`config.mk`:
```
export PLATFORM = sky130hd
export DESIGN_NAME = imem_load_ctrl
export DESIGN_NICKNAME = d
export VERILOG_FILES = /design/src/rtl/imem_load_ctrl_pkg.sv /design/src/rtl/imem_byte_packer.sv /design/src/rtl/imem_load_ctrl.sv
export SDC_FILE = /design/constraint.sdc
export NUM_CORES = 1
export LEC_CHECK = 0
export BUFFER_PORTS_ARGS = -buffer_cell sky130_fd_sc_hd__buf_2
export CORE_ASPECT_RATIO = 0.5
export CORE_MARGIN = 4
export CORE_UTILIZATION = 46
export DETAILED_ROUTE_END_ITERATION = 16
export GPL_TIMING_DRIVEN = 0
export HOLD_SLACK_MARGIN = 0.1
export PLACE_DENSITY_LB_ADDON = 0.1
export SYNTH_ARGS = -nofsm -noshare
export SYNTH_HDL_FRONTEND = slang
export SYNTH_SLANG_ARGS = --single-unit
```
`constraint.sdc`:
```
create_clock -name clk -period 3.3 [get_ports clk]
set_input_delay 0.99 -clock clk [delete_from_list [all_inputs] [get_ports clk]]
set_output_delay 0.99 -clock clk [all_outputs]
set_load 0.02 [all_outputs]
```
`src/rtl/imem_load_ctrl_pkg.sv`:
```
// rtl/imem_load_ctrl_pkg.sv - shared types and defaults for the instruction memory loader
package imem_load_ctrl_pkg;

  localparam int          IMEM_DEPTH_DEF = 16;
  localparam int          IMEM_AW_DEF    = 4;
  localparam logic [31:0] NOP_WORD_DEF   = 32'h0000_0013;

  typedef enum logic [1:0] {
    ST_IDLE   = 2'd0,
    ST_LOAD   = 2'd1,
    ST_COMMIT = 2'd2,
    ST_RUN    = 2'd3
  } load_state_e;

endpackage

```
`src/rtl/imem_byte_packer.sv`:
```
// rtl/imem_byte_packer.sv - assembles little-endian bytes into 32-bit words
module imem_byte_packer
  import imem_load_ctrl_pkg::*;
(
  input  logic        clk,
  input  logic        rst,
  input  logic        clear,
  input  logic        byte_xfer,
  input  logic [7:0]  byte_data,
  output logic        word_done,
  output logic [31:0] word_data
);

  logic [1:0]  bcnt_q, bcnt_d;
  logic [31:0] pack_q, pack_d;

  // Next byte lane and packed word; word_data is the word including the byte landing now
  always_comb begin
    bcnt_d    = bcnt_q;
    pack_d    = pack_q;
    word_done = 1'b0;
    if (clear) begin
      bcnt_d = 2'd0;
      pack_d = 32'd0;
    end else if (byte_xfer) begin
      pack_d[{bcnt_q, 3'b000} +: 8] = byte_data;
      bcnt_d    = bcnt_q + 2'd1;
      word_done = (bcnt_q == 2'd3);
    end
    word_data = pack_d;
  end

  // Lane counter and packing register
  always_ff @(posedge clk) begin
    if (rst) begin
      bcnt_q <= 2'd0;
      pack_q <= 32'd0;
    end else begin
      bcnt_q <= bcnt_d;
      pack_q <= pack_d;
    end
  end

endmodule

```
`src/rtl/imem_load_ctrl.sv`:
```
// rtl/imem_load_ctrl.sv - loads a program into instruction memory, then releases the core
module imem_load_ctrl
  import imem_load_ctrl_pkg::*;
#(
  parameter int          DEPTH    = IMEM_DEPTH_DEF,
  parameter int          AW       = IMEM_AW_DEF,
  parameter logic [31:0] NOP_WORD = NOP_WORD_DEF
) (
  input  logic          clk,
  input  logic          rst,
  input  logic          load_start,
  input  logic [AW:0]   load_len,
  input  logic          byte_valid,
  input  logic [7:0]    byte_data,
  output logic          byte_ready,
  input  logic [31:0]   fetch_addr,
  output logic [31:0]   fetch_instr,
  output logic [AW-1:0] mem_raddr,
  input  logic [31:0]   mem_rdata,
  output logic          mem_we,
  output logic [AW-1:0] mem_waddr,
  output logic [31:0]   mem_wdata,
  output logic          core_run,
  output logic          busy,
  output logic          fetch_fault
);

  localparam logic [AW:0] DEPTH_W = (AW + 1)'(DEPTH);
  localparam logic [AW:0] ONE_W   = (AW + 1)'(1);

  load_state_e   state_q, state_d;
  logic [AW:0]   len_q, len_d;
  logic [AW:0]   wcnt_q, wcnt_d;
  logic          fault_q, fault_d;
  logic          we_q, we_d;
  logic [AW-1:0] waddr_q, waddr_d;
  logic [31:0]   wdata_q, wdata_d;

  logic          start_ok;
  logic          byte_xfer;
  logic          word_done;
  logic [31:0]   word_data;
  logic          addr_ok;
  logic [AW:0]   wcnt_inc;

  assign start_ok  = load_start && (state_q == ST_IDLE || state_q == ST_RUN);
  assign byte_xfer = byte_valid && byte_ready;
  assign addr_ok   = (fetch_addr[1:0] == 2'b00) && (fetch_addr[31:AW+2] == '0);
  assign wcnt_inc  = wcnt_q + ONE_W;

  imem_byte_packer u_packer (
    .clk       (clk),
    .rst       (rst),
    .clear     (start_ok),
    .byte_xfer (byte_xfer),
    .byte_data (byte_data),
    .word_done (word_done),
    .word_data (word_data)
  );

  // Moore-style outputs and the fetch mux; the core only sees memory while running
  always_comb begin
    byte_ready  = (state_q == ST_LOAD);
    core_run    = (state_q == ST_RUN);
    busy        = (state_q == ST_LOAD) || (state_q == ST_COMMIT);
    mem_raddr   = fetch_addr[AW+1:2];
    fetch_instr = (core_run && addr_ok) ? mem_rdata : NOP_WORD;
    mem_we      = we_q;
    mem_waddr   = waddr_q;
    mem_wdata   = wdata_q;
    fetch_fault = fault_q;
  end

  // Next-state logic: a write is staged on the fourth byte and issued during COMMIT
  always_comb begin
    state_d = state_q;
    len_d   = len_q;
    wcnt_d  = wcnt_q;
    fault_d = fault_q;
    we_d    = 1'b0;
    waddr_d = waddr_q;
    wdata_d = wdata_q;

    if (state_q == ST_RUN && !addr_ok) begin
      fault_d = 1'b1;
    end

    unique case (state_q)
      ST_IDLE, ST_RUN: begin
        if (start_ok) begin
          len_d   = (load_len > DEPTH_W) ? DEPTH_W : load_len;
          wcnt_d  = '0;
          fault_d = 1'b0;
          state_d = (load_len == '0) ? ST_RUN : ST_LOAD;
        end
      end
      ST_LOAD: begin
        if (word_done) begin
          state_d = ST_COMMIT;
          we_d    = 1'b1;
          waddr_d = wcnt_q[AW-1:0];
          wdata_d = word_data;
        end
      end
      ST_COMMIT: begin
        wcnt_d  = wcnt_inc;
        state_d = (wcnt_inc == len_q) ? ST_RUN : ST_LOAD;
      end
      default: state_d = ST_IDLE;
    endcase
  end

  // State and write-port registers
  always_ff @(posedge clk) begin
    if (rst) begin
      state_q <= ST_IDLE;
      len_q   <= '0;
      wcnt_q  <= '0;
      fault_q <= 1'b0;
      we_q    <= 1'b0;
      waddr_q <= '0;
      wdata_q <= '0;
    end else begin
      state_q <= state_d;
      len_q   <= len_d;
      wcnt_q  <= wcnt_d;
      fault_q <= fault_d;
      we_q    <= we_d;
      waddr_q <= waddr_d;
      wdata_q <= wdata_d;
    end
  end

endmodule

```
=== Word level (Yosys, flattened, before mapping) ===
Index checks and enable logic that the tools add are counted.

* Equal/unequal tests: 7
* Add/sub/neg operators: 3
* Reductions and logical operators: 20
* Muxes and demuxes: 18
* Order comparisons: 1
* Bitwise operators: 1
* Shift operators: 2

{| class="wikitable"
|+ Operators with widths
! cell !! number
|-
| two-way mux 32 bit || 3
|-
| bitwise mux 32 bit || 1
|-
| variable shift 8 x 7 -> 32 bit (first input constant) || 1
|-
| indexed part select 8 x 7 -> 32 bit || 1
|-
| zero test 26 bit || 1
|-
| two-way mux 5 bit || 2
|-
| one-hot mux 5 bit (2 select lines) || 1
|-
| two-way mux 2 bit || 4
|-
| AND reduction 2 bit || 4
|-
| negator 5 -> 7 bit || 1
|-
| equality test 2 bit (second input constant) || 3
|-
| two-way mux 1 bit || 6
|-
| one-hot mux 2 bit (3 select lines) || 1
|-
| OR reduction 2 bit || 3
|-
| adder 5 x 1 -> 5 bit (second input constant) || 1
|-
| equality test 5 bit || 1
|-
| > comparator 5 bit (second input constant) || 1
|-
| logical AND 1 bit || 5
|-
| zero test 5 bit || 1
|-
| zero test 2 bit || 2
|-
| adder 2 x 1 -> 2 bit (second input constant) || 1
|-
| equality test 2 x 1 -> 1 bit (second input constant) || 1
|-
| logical OR 1 bit || 2
|-
| inequality test 2 x 1 -> 1 bit (second input constant) || 1
|-
| other kinds (4) || 4
|}

* Word-level logic and storage cells: 61
* Register bits: 84
* Output and inout port bits: 77

=== Longest topological paths before layout ===
* Word-level depth: 7
* Gate-level depth with buffers: 8
* Gate-level depth less buffers: 6

=== Modules after synthesis ===
From an unflattened synthesis, not the netlist that was laid out.

* Cells, all modules: 484
* Area total of the unflattened synthesis: 3860.0 um2

{| class="wikitable"
|+ Modules (own cells, without submodules)
! module !! cells each !! sequential area each (um2) !! area an instance (um2) !! instances
|-
| imem_load_ctrl || 312 || 1001.0 || 2364.8 || 1
|-
| imem_byte_packer || 172 || 680.7 || 1495.2 || 1
|}

=== Worst setup path after synthesis ===
OpenSTA, ideal clock, no wires.

* Path kind: input -> output
* Start point: input port fetch_addr[14]
* End point: output port fetch_instr[10]
* Stages on the path: 5
* Path slack: 0.174 ns
* Data required time: 2.310 ns
* Arrival time: 2.136 ns
* Path buffers: 1
* Cells stage by stage: nor4_1 nand4_1 nor3_2 clkbuf_1 and2_1

* Longest elaborated chain between the ends: 4

{| class="wikitable"
|+ RTL lines
! item !! RTL line !! text
|-
| from (decl) || imem_load_ctrl.sv:16 || <nowiki>input logic [31:0] fetch_addr,</nowiki>
|-
| zero test 26 bit || imem_load_ctrl.sv:48 || <nowiki>assign addr_ok = (fetch_addr[1:0] == 2'b00) && (fetch_addr[31:AW+2] == '0);</nowiki>
|-
| logical AND 1 bit || imem_load_ctrl.sv:48 ||
|-
| logical AND 1 bit || imem_load_ctrl.sv:67 || <nowiki>fetch_instr = (core_run && addr_ok) ? mem_rdata : NOP_WORD;</nowiki>
|-
| two-way mux 32 bit || imem_load_ctrl.sv:67 ||
|-
| to (decl) || imem_load_ctrl.sv:17 || <nowiki>output logic [31:0] fetch_instr,</nowiki>
|}

Every way passes these cells.

=== Worst setup path after layout ===
* Start point: input port fetch_addr[1]
* End point: output port fetch_instr[30]

* Longest elaborated chain between the ends: 4

{| class="wikitable"
|+ RTL lines
! item !! RTL line
|-
| zero test 2 bit || imem_load_ctrl.sv:48
|-
| logical AND 1 bit || imem_load_ctrl.sv:48
|-
| logical AND 1 bit || imem_load_ctrl.sv:67
|-
| two-way mux 32 bit || imem_load_ctrl.sv:67
|}

Every way passes these cells.

==> metrics.md <==
| Metric | Value |
|---|---|
| Area delta synth->final | `50.37%` |
| Worst Path Required | `2.31 ns` |
| Total GRT Usage | `0.2253` |
| Arr. time, crit path | `2.34 ns` |
| Hold Slack | `0.4517 ns` |
| Commonest non-fill, non-tap cell in the layout | `buf_2` |
| CTS Buffer Depth | `2` |
| Fmax | `300.4 MHz` |
| Minimum clock period after layout | `between 3 and 4 ns` |
| Mux cell area share after synthesis | `0.002922` |
| RSZ-0062 raised after global routing | `yes` |
| Die footprint | `8976 sq um` |
| Synth Instances | `406` |
| Fin. Hold Viols | `0` |
| Fin crit share | `1.009` |
| Root Buffer | `clkbuf_16` |
| Synth Cell Area | `3426 sq um` |
| Largest net degree at the start of global routing | `15` |
| Initial Util | `0.4920` |
| Pwr Total | `around 2600 uW` |
| Row cnt | `21` |
| Fraction of the mapped netlist area in adder cells | `0.03287` |
| Async SR Flop Fraction | `0` |
| H-Tree Level Count | `3` |
| Netlist cell types | `42` |
| Clk sinks | `76` |
| Worst-Skew Late Latency | `approximately 0.33 ns` |
| XOR/XNOR Fraction of Synth Area | `0.01790` |
| Worst Skew | `around 0.0079 ns` |
| CTS tree | `yes` |
| Gpl congestion | `0.8338` |
| Yosys reg bits | `76` |
| Crit Path Class | `in -> out` |
| Final WS setup | `-0.02917 ns` |
| First-pass DRT Iterations | `4` |
| Synth Area in Compound Gates | `0.1640` |
| Vias in the first global route | `3,275` |
| Synthesized Nets | `496` |
| Iter 0 DRT Violations | `190` |
| Worst Tran Pin Value | `between 0.5 and 0.6 ns` |
| Max Slew Vio Count | `0` |
| Syn_area_per_cell | `around 8.4 sq um` |
| Share of cells above drive strength 1 | `0.4052` |
| Most frequent cells in the layout | `125 x buf_2, 76 x dfxtp_1, 63 x nor2_1, 39 x buf_6, 35 x a21oi_1` |
| Crit path launch | `fetch_addr[1]` |
| Status | `complete, but fails checks` |
| Routed Antenna Nets | `0` |
| Post-synth EDFFs | `0` |
| Failing checks | `setup timing` |
| Simple-gate area share of the yosys netlist | `0.2823` |
| Num CTS Buffers | `9` |
| Dpl ws | `-0.2236 ns` |
| Lkg Pwr | `around 0.0022 uW` |
| Largest family of logic cells by synthesized area | `simple AND/OR/NAND/NOR gates` |
| I/O Buffers | `153` |
| DIE WIDTH | `130.0 microns` |
| Pwr/cell area | `499.1 nW/um^2` |
| Antenna Diode Count | `0` |
| Die Y | `69.02 microns` |
| Hold Startpoint | `mem_waddr[3]$_SDFFE_PP0P_` |
| Clock slew at reported path FFs | `0.06 ns` |
| Placeable Area | `6963 sq um` |
| Ys flop type | `dfxtp_1` |
| Startpoint types | `input pin` |
| Peak VDD IR | `0.2839 mV` |
| IO Count | `about 160` |
| Vias | `3,496` |
| Dpl hpwl | `approximately 7.5 mm` |
| Crit Path Max Fanout | `7` |
| Avg WL per Cell | `16.26 microns` |
| Post-Route WL | `approximately 11 mm` |
| Setup violators final | `2` |
| Nets | `about 670` |
| Slew headroom | `0.6160` |
| Grt ovf | `0` |
| Yosys warns | `0` |
| Global-route wire length before repair | `16.23 mm` |
| Reg2reg start | `u_packer.bcnt_q[0]$_SDFFE_PP0N_` |
| CP Capture Type | `output pin` |
| Via-to-Cell Ratio | `5.202` |
| Antenna violations before repair | `0` |
| HP Class | `reg -> reg` |
| DRC Markers | `0` |
| Post-synthesis sequential area ratio | `0.4441` |
| Maxcap violations | `0` |
[area by class of cell]
cell class / count / area, sq um
timing repair buffer: 158 / 1067
multi-input combinational: 289 / 1876
sequential: 76 / 1521
inverter: 8 / 30.03
tap: 92 / 115.1
clock buffer: 9 / 225.2
buffer: 33 / 195.2
clock inverter: 7 / 121.4
fill: 541 / 1812
[logic make-up (layout without fill, tap and decap cells)]
group                    after synthesis  after routing
flip-flops                            76             76
multiplexers                           1              1
XOR/XNOR                               7              7
AND/OR/NAND/NOR                      186            186
AO/OA/AOI/OAI                         86             86
buffers and inverters                 41            215
adder cells (fa/ha/maj)                9              9
[per-layer routing]
metal / track usage / share of wire
met1: 0.2795 / 0.41
met2: 0.3814 / 0.49
met5: 0 / 0
met4: 0.07028 / 0.020
met3: 0.05864 / 0.078
[per-stage QoR]
step	instance area, sq um	util	TNS (ns)	instances
after CTS	4886	0.7017	-0.1784	671
after global routing	5151	0.7398	-1.107	672
after floorplan	3426	-	0	406
final	5151	0.7398	-0.03196	672
after detailed placement	4307	0.6185	-5.939	651
after global placement	4307	0.6185	-6.032	651
[state kept, by name (all words and copies together) (netlist names)]
register / flops
mem_wdata: 32
u_packer.pack_q: 24
len_q: 5
wcnt_q: 5
mem_waddr: 4
state_q: 2
u_packer.bcnt_q: 2
fetch_fault: 1
mem_we: 1
[worst paths after layout]
| check | cells past startpoint | slack, ns | to |
|---|---|---|---|
| worst max-delay path | 8 | -0.03 | fetch_instr[30] |
| worst min-delay path | 2 | 0.45 | mem_waddr[3]$_SDFFE_PP0P_ |
| worst max register to register | 7 | 1.24 | mem_wdata[1]$_SDFFE_PP0P_ |
| worst min register to register | 2 | 0.45 | mem_waddr[3]$_SDFFE_PP0P_ |
[critical path, stage by stage]
cell and delay [ns]:
buf_2 0.09, nor4_1 0.26, nand4_1 0.22, nor3_4 0.17
buf_6 0.18, clkbuf_16 0.15, and2_1 0.15, buf_6 0.12
[power by group]
group / switching, uW / internal [uW]
Clock: 386 / 743
Combinational: 283 / 181
Sequential: 28.9 / 949
[Yosys cell counts, types with 3 or more instances]
| cell type | n | area [sq um] |
|---|---|---|
| nor3_1 | 18 | 90.09 |
| a211oi_1 | 22 | 165.2 |
| clkbuf_1 | 16 | 60.06 |
| nand2b_1 | 17 | 106.4 |
| nand3_1 | 6 | 30.03 |
| a32oi_1 | 8 | 70.07 |
| nand3_2 | 3 | 30.03 |
| buf_4 | 7 | 52.55 |
| nor4_1 | 7 | 43.79 |
| ha_1 | 9 | 112.6 |
| a21oi_1 | 35 | 175.2 |
| dfxtp_1 | 76 | 1521 |
| buf_2 | 9 | 45.04 |
| o21ai_0 | 6 | 30.03 |
| nor3b_1 | 6 | 45.04 |
| xnor2_1 | 5 | 43.79 |
| a22oi_1 | 6 | 45.04 |
| nand2_1 | 20 | 75.07 |
| or3_1 | 3 | 18.77 |
| inv_1 | 8 | 30.03 |
| nor2_1 | 63 | 236.5 |
| and2_1 | 33 | 206.5 |
[what timing repair did]
item                                   4_1_cts  5_1_grt
pin swaps                                    2       31
endpoints found under the hold margin        0        0
buffers inserted                             2        0
hold buffers                                 0        0
setup endpoints to repair                   30       32
gates resized for setup                     62       62
gates cloned                                 2        1
Power figures use the tool's default switching activity.
